File: src/rtl/uart_rx_cfg.sv
// uart_rx_cfg: parametrised UART receiver with 3-sample majority vote and parity/framing/break flags
module uart_rx_cfg #(
  parameter int CLKS_PER_BIT = 87,
  parameter int DATA_BITS    = 8,
  parameter int PARITY       = 0,
  parameter int STOP_BITS    = 1,
  parameter int CNT_W        = 16
) (
  input  logic                 clk,
  input  logic                 rst_n,
  input  logic                 i_rx_line,
  output logic                 o_rx_valid,
  output logic [DATA_BITS-1:0] o_rx_data,
  output logic                 o_parity_err,
  output logic                 o_frame_err,
  output logic                 o_break,
  output logic                 o_busy
);
  if (DATA_BITS < 5 || DATA_BITS > 9 || PARITY < 0 || PARITY > 2 ||
      STOP_BITS < 1 || STOP_BITS > 2 || CLKS_PER_BIT < 4) begin : g_bad_param
    $error("uart_rx_cfg: illegal parameter combination");
  end

  localparam logic [CNT_W-1:0] LAST = CNT_W'(CLKS_PER_BIT - 1);
  localparam logic [CNT_W-1:0] HALF = CNT_W'((CLKS_PER_BIT - 1) / 2);

  typedef enum logic [2:0] {S_IDLE, S_START, S_DATA, S_PARITY, S_STOP, S_WAIT_HIGH} state_t;

  state_t               state_q, state_d;
  logic [1:0]           sync_q;
  logic [2:0]           hist_q;
  logic [CNT_W-1:0]     cnt_q, cnt_d;
  logic [3:0]           idx_q, idx_d;
  logic                 sidx_q, sidx_d;
  logic [DATA_BITS-1:0] data_q, data_d;
  logic                 perr_q, perr_d, ferr_q, ferr_d;
  logic                 valid_q, valid_d, operr_q, operr_d, oferr_q, oferr_d, brk_q, brk_d;
  logic [DATA_BITS-1:0] odata_q, odata_d;
  logic                 vote, sample, ferr_now;

  assign vote     = (hist_q[0] & hist_q[1]) | (hist_q[0] & hist_q[2]) | (hist_q[1] & hist_q[2]);
  assign sample   = cnt_q == LAST;
  assign ferr_now = ferr_q | ~vote;

  // Two-flop synchroniser feeding the majority-vote history; idle-high after reset
  always_ff @(posedge clk or negedge rst_n) begin
    if (!rst_n) begin
      sync_q <= 2'b11;
      hist_q <= 3'b111;
    end else begin
      sync_q <= {sync_q[0], i_rx_line};
      hist_q <= {hist_q[1:0], sync_q[1]};
    end
  end

  // Frame FSM: next state, bit counters, shift register and result loading
  always_comb begin
    state_d = state_q;
    cnt_d   = cnt_q + CNT_W'(1);
    idx_d   = idx_q;
    sidx_d  = sidx_q;
    data_d  = data_q;
    perr_d  = perr_q;
    ferr_d  = ferr_q;
    valid_d = 1'b0;
    odata_d = odata_q;
    operr_d = operr_q;
    oferr_d = oferr_q;
    brk_d   = brk_q;
    unique case (state_q)
      S_IDLE: begin
        cnt_d   = '0;
        state_d = sync_q[1] ? S_IDLE : S_START;
      end
      S_START: if (cnt_q == HALF) begin
        cnt_d   = '0;
        idx_d   = '0;
        perr_d  = 1'b0;
        ferr_d  = 1'b0;
        state_d = vote ? S_IDLE : S_DATA;
      end
      S_DATA: if (sample) begin
        cnt_d  = '0;
        data_d = {vote, data_q[DATA_BITS-1:1]};
        idx_d  = idx_q + 4'd1;
        sidx_d = 1'b0;
        if (idx_q == 4'(DATA_BITS - 1)) state_d = (PARITY != 0) ? S_PARITY : S_STOP;
      end
      S_PARITY: if (sample) begin
        cnt_d   = '0;
        perr_d  = vote ^ (^data_q) ^ (PARITY == 1);
        state_d = S_STOP;
      end
      S_STOP: if (sample) begin
        cnt_d  = '0;
        ferr_d = ferr_now;
        sidx_d = sidx_q + 1'b1;
        if (sidx_q == 1'(STOP_BITS - 1)) begin
          valid_d = 1'b1;
          odata_d = data_q;
          operr_d = perr_q;
          oferr_d = ferr_now;
          brk_d   = ferr_now && data_q == '0;
          state_d = ferr_now ? S_WAIT_HIGH : S_IDLE;
        end
      end
      S_WAIT_HIGH: begin
        cnt_d   = '0;
        state_d = sync_q[1] ? S_IDLE : S_WAIT_HIGH;
      end
      default: state_d = S_IDLE;
    endcase
  end

  // State and output registers; reset discards any partial frame
  always_ff @(posedge clk or negedge rst_n) begin
    if (!rst_n) begin
      state_q <= S_IDLE;
      cnt_q   <= '0;
      idx_q   <= '0;
      sidx_q  <= 1'b0;
      data_q  <= '0;
      perr_q  <= 1'b0;
      ferr_q  <= 1'b0;
      valid_q <= 1'b0;
      odata_q <= '0;
      operr_q <= 1'b0;
      oferr_q <= 1'b0;
      brk_q   <= 1'b0;
    end else begin
      state_q <= state_d;
      cnt_q   <= cnt_d;
      idx_q   <= idx_d;
      sidx_q  <= sidx_d;
      data_q  <= data_d;
      perr_q  <= perr_d;
      ferr_q  <= ferr_d;
      valid_q <= valid_d;
      odata_q <= odata_d;
      operr_q <= operr_d;
      oferr_q <= oferr_d;
      brk_q   <= brk_d;
    end
  end

  assign o_rx_valid   = valid_q;
  assign o_rx_data    = odata_q;
  assign o_parity_err = operr_q;
  assign o_frame_err  = oferr_q;
  assign o_break      = brk_q;
  assign o_busy       = state_q != S_IDLE;
endmodule

File: config.mk
export PLATFORM = sky130hd
export DESIGN_NAME = uart_rx_cfg
export DESIGN_NICKNAME = d
export VERILOG_FILES = /design/src/rtl/uart_rx_cfg.sv
export SDC_FILE = /design/constraint.sdc
export NUM_CORES = 1
export LEC_CHECK = 0
export CORE_ASPECT_RATIO = 0.75
export CORE_MARGIN = 2
export CORE_UTILIZATION = 52
export CTS_CLUSTER_DIAMETER = 50
export DETAILED_ROUTE_END_ITERATION = 6
export PLACE_DENSITY_LB_ADDON = 0.1
export SETUP_SLACK_MARGIN = 0.05
export SLEW_MARGIN = 5
export SYNTH_ARGS = -nofsm -noshare
export SYNTH_HDL_FRONTEND = slang
export SYNTH_SLANG_ARGS = --single-unit
File: constraint.sdc
create_clock -name clk -period 2.08 [get_ports clk]
set_input_delay 0.416 -clock clk [delete_from_list [all_inputs] [get_ports clk]]
set_output_delay 0.416 -clock clk [all_outputs]
set_load 0.01 [all_outputs]
# After elaboration in Yosys (flattened, before gate mapping)
# Cells that the tools add are included.
[totals]
in_bits = 3
output_inout_bits = 13
register_bits = 51
word_cells = 86
[classes]
eq_ne = 14
bitwise_logic = 9
reduce_logical = 18
add_sub_neg = 3
muxes = 28
[op_table]
columns = ["cell", "n"]
rows = [
  ["case mux 16 bit (3 select lines)", 1],
  ["2-to-1 mux 16 bit", 2],
  ["2-to-1 mux 3 bit", 8],
  ["case mux 3 bit (6 select lines)", 1],
  ["adder 16 x 1 -> 16 bit, second input constant", 1],
  ["== test 16 x 6 -> 1 bit, second input constant", 1],
  ["== test 16 x 7 -> 1 bit, second input constant", 1],
  ["AND reduction 3 bit", 5],
  ["inequality test 2 bit, second input constant", 6],
  ["2-to-1 mux 1 bit", 9],
  ["logical NOT 8 bit", 1],
  ["2-to-1 mux 4 bit", 2],
  ["case mux 4 bit (2 select lines)", 1],
  ["nonzero test 2 bit", 4],
  ["parity 8 bit", 1],
  ["== test 3 x 2 -> 1 bit, second input constant", 2],
  ["== test 3 bit, second input constant", 2],
  ["case mux 1 bit (2 select lines)", 3],
  ["AND reduction 6 bit", 1],
  ["adder 4 x 1 -> 4 bit, second input constant", 1],
  ["== test 4 x 3 -> 1 bit, second input constant", 1],
  ["AND 1 bit", 3],
  ["== test 3 x 1 -> 1 bit, second input constant", 1],
  ["logical NOT 3 bit", 1],
  ["10 further kinds", 13],
]

# Longest topological paths before layout
[logic_depth]
ltp_word = 9
mapped_depth = 9
mapped_depth_nobuf = 7

# Worst setup path before layout
# No wires, ideal clock.
[synth_path]
path_type = "register -> register"
start = "register cnt_q[0]"
end = "register idx_q[2]"
synth_period_minus_slack_ps = 1953
setup_ps = 118
path_buffers = 1
required_time_ps = 1962
arrival_time_ps = 1835
path_slack_ps = 127
path_stages_with_launch = 9
path_cell_list = "dfrtp_1 inv_1 ha_1 nor4b_2 nand4_1 nand2b_1 buf_2 mux2_4 a21o_1"
[synth_between]
elab_chain_len = 3
elab_cells_between_ends = 5
classes_between = "4 x eq/ne; 1 x reduce/logical"
[synth_lines]
columns = ["element", "line", "source"]
rows = [
  ["from (decl)", "32", "logic [CNT_W-1:0] cnt_q, cnt_d;"],
  ["from (signal assigned)", "132", "cnt_q <= cnt_d;"],
  ["== test 16 x 6 -> 1 bit or == test 16 x 7 -> 1 bit (tied branches)", "75, 42", ""],
  ["inequality test 2 bit (no line)", "-", ""],
  ["AND reduction 3 bit (no line) *", "-", ""],
  ["to (signal assigned)", "133", "idx_q <= idx_d;"],
  ["to (decl)", "33", "logic [3:0] idx_q, idx_d;"],
]
# Every way passes the cells marked *; elsewhere a longest branch is shown, timed or not.
# A chain may end at the register's enable or synchronous reset.

# Final worst setup path
[layout_path]
start = "register state_q[0]"
end = "output o_busy"
[layout_between]
elab_chain_len = 1
[layout_lines]
columns = ["element", "line", "source"]
rows = [
  ["from (decl)", "29", "state_t state_q, state_d;"],
  ["from (signal assigned)", "131", "state_q <= state_d;"],
  ["nonzero test 3 bit", "151", "assign o_busy = state_q != S_IDLE;"],
  ["to (decl)", "17", "output logic o_busy"],
]
# No other way between the ends.

==> flow_metrics.env <==
export IMPL_status="finished clean"
export IMPL_via_per_inst=5.24
export IMPL_ys_ff_latch=51
export IMPL_tightest_slew_ns=0.563
export IMPL_netlist_area_um2=2450
export IMPL_r2r_setup_slack_ns=0.19
export IMPL_clock_path_buffers=2
export IMPL_timing_rr_start="state_q[1]"
export IMPL_grt_ovfl_total=0
export IMPL_gp_congestion=0.765
export IMPL_fp_coreArea_um2=4490
export IMPL_grt_pass1_wl_um=7820
export IMPL_p_per_area_nw_per_um2=789
export IMPL_path_delay_family="buffers and inverters"
export IMPL_period_minus_slack_ns=1.91
export IMPL_grt_pass1_vias=1604
export IMPL_layout_nets=275
export IMPL_synthesis_nets=253
export IMPL_post_synth_top_area_cell="dfrtp_1"
export IMPL_post_route_period_util_pct=92.0
export IMPL_maxSlewViolCount=0
export IMPL_dieWidth_um=83.2
export IMPL_avgSynthCellArea_um2=10.1
export IMPL_n_antenna_cell=0
export IMPL_rows=21
export IMPL_tns_ns=0
export IMPL_max_freq_mhz=523
export IMPL_drc=0
export IMPL_htreeDepth=2
export IMPL_port_buffers=15
export IMPL_area_growth_pct=15.0
export IMPL_worstPathArrival_ns=1.50
export IMPL_synth_top_area_share_pct=47.0
export IMPL_firstDrtPassIters=4
export IMPL_cts_tree="done"
export IMPL_hold_path_class="input pin to asynchronous set/reset pin"
export IMPL_path_cells="buf_4, or3_1, dlygate4sd2_1"
export IMPL_yosysSeqAreaShare_pct=52.4
export IMPL_cp_required_ns=1.66
export IMPL_cts_setup_buffers=0
export IMPL_fin_hold_ws_ns=0.0928
export IMPL_hold_viol=0
export IMPL_r2r_cells=4
export IMPL_clkSinkCount=51
export IMPL_drive_gt1_share_pct=13.2
export IMPL_synthCells=242
export IMPL_critPathLaunchType="flip-flop"
export IMPL_clk_latency_ns=0.31
export IMPL_slew_limit_headroom_pct=62.4
export IMPL_synthTopCellsByArea="dfrtp_1 47%, dfstp_2 5.4%, o21ai_0 4.7%"
export IMPL_multi_input_area_um2=1070
export IMPL_wl_per_cell_um=13.3
export IMPL_clk_pin_slew_ns=0.09
export IMPL_dieHeight_um=63.4
export IMPL_cp_startpoint="state_q[0]"
export IMPL_end_kind="primary output"
export IMPL_seqCellArea_um2=1280
export IMPL_grt_total_usage_pct=18.8
export IMPL_ant_nets=0
export IMPL_cp_slowest_cell="dfrtp_1"
export IMPL_fin_cells=322
export IMPL_yosys_cell_types_count=43
export IMPL_maxCapViolations=0
export IMPL_worst_path_largest_cell_delay_ns=0.41
export IMPL_worst_path_buf_inv=2
export IMPL_antenna_found_initial=0
export IMPL_cp_max_fo=9
export IMPL_leakage_nw=1.26
export IMPL_dp_cells=314
export IMPL_wirelength_um=4280
export IMPL_async_flop_share_pct=100
export IMPL_grt_setup_unrepaired="no"
export IMPL_grt_max_degree=28
export IMPL_finalSetupViolations=0
export IMPL_root_buffer="clkbuf_8"
export IMPL_routed_via_count=1688
export IMPL_nFillCells=371
export IMPL_io_pins=16
export IMPL_yosysWarnings=0
export IMPL_initial_core_util_pct=54.5
export IMPL_finalClockSkew_ns=0.00918
export IMPL_synth_ff_type="dfrtp_1"
export IMPL_dp_hpwl_um=3210
export IMPL_hold_buffers=0
export IMPL_path_class="flip-flop to primary output"
export IMPL_dieArea_um2=5280
export IMPL_synth_edf_count=0
export IMPL_cts_made_buffers=5
export IMPL_r2r_end="o_break"
export IMPL_yosys_top_cells_count="46 x dfrtp_1, 28 x nand2_1, 23 x o21ai_0"
export IMPL_ir_drop_v=0.000399
export IMPL_first_iter_violations=49
export IMPL_post_synth_top_count_cell="dfrtp_1"
## layout by cell type (no fill, tap or decap), types with 2 or more instances in the layout
cell / count
a21o_1: 3
nand3_1: 13
dfrtp_1: 46
mux2_2: 3
or3_1: 2
buf_12: 2
and3_1: 4
nand4_1: 6
and2_1: 2
nand2b_1: 2
buf_4: 10
inv_1: 13
and4_1: 4
nor2_1: 22
clkdlybuf4s50_1: 13
o21ai_0: 23
o31ai_1: 2
dfstp_2: 5
nor3_1: 5
xor2_1: 8
xnor2_1: 10
clkbuf_8: 5
ha_1: 8
nand2_1: 28
## layout make-up
class / instances / share of cell area, %
flip-flops and latches: 51 / 45.5
multi-input cells: 166 / 38.0
repair buffers: 27 / 9.20
clock buffers: 6 / 2.58
well taps: 57 / 2.53
inverters: 13 / 1.73
clock inverters: 2 / 0.444
## what timing repair did
item / in CTS / in global routing
hold endpoints to repair: 0 / 0
resized for setup: 1 / 3
pin swaps: 0 / 0
setup endpoints to repair: 1 / 13
## stage by stage
| stage | power (mW) | setup slack (ns) | cell area, um2 | util [%] |
|---|---|---|---|---|
| 3_3_place_gp | 1.68 | 0.172 | 2710 | 60.4 |
| 4_1_cts | 2.23 | 0.118 | 2800 | 62.2 |
| 2_1_floorplan | 1.49 | 0.127 | 2450 | - |
| 5_1_grt | 2.37 | 0.0629 | 2820 | 62.7 |
| 6_report | 2.22 | 0.167 | 2820 | 62.7 |
| 3_5_place_dp | 1.68 | 0.130 | 2710 | 60.4 |
## routing by layer
layer	track usage (%)	wire length, um
met2	22.4	1500
met1	31.3	2520
met3	4.72	175
met4	7.38	76
met5	0	0
## power by group
group | switching [mW] | leakage [nW] | internal, mW
Clock | 0.318 | 0.0412 | 0.236
Sequential | 0.0466 | 0.691 | 1.04
Combinational | 0.302 | 0.526 | 0.277
## cell families (layout without fill, tap and decap cells)
logic type,count (synthesis),count (layout),synth area share [%]
compound gates,35,35,8.33
buf+inv,25,48,4.75
fa+ha+maj,8,8,4.09
mux,5,5,2.40
flops,51,51,52.4
simple gates,100,100,21.6
xor+xnor,18,18,6.44
## sequential cells by signal, summed over array words and instances, names as in the netlist, 2 cells and up
register   cells
idx_q          4
sync_q         2
hist_q         3
data_q         8
cnt_q         16
o_rx_data      8
state_q        3
## worst max path at each step
stage / slack, ns / endpoint / cells past startpoint
2_1_floorplan: 0.13 / idx_q[2] / 8
3_3_place_gp: 0.17 / o_break / 7
3_5_place_dp: 0.13 / o_break / 7
4_1_cts: 0.12 / o_break / 7
5_1_grt: 0.06 / o_rx_data[5] / 8
6_report: 0.17 / o_busy / 3
No activity file was read; power rests on OpenSTA's default activity.
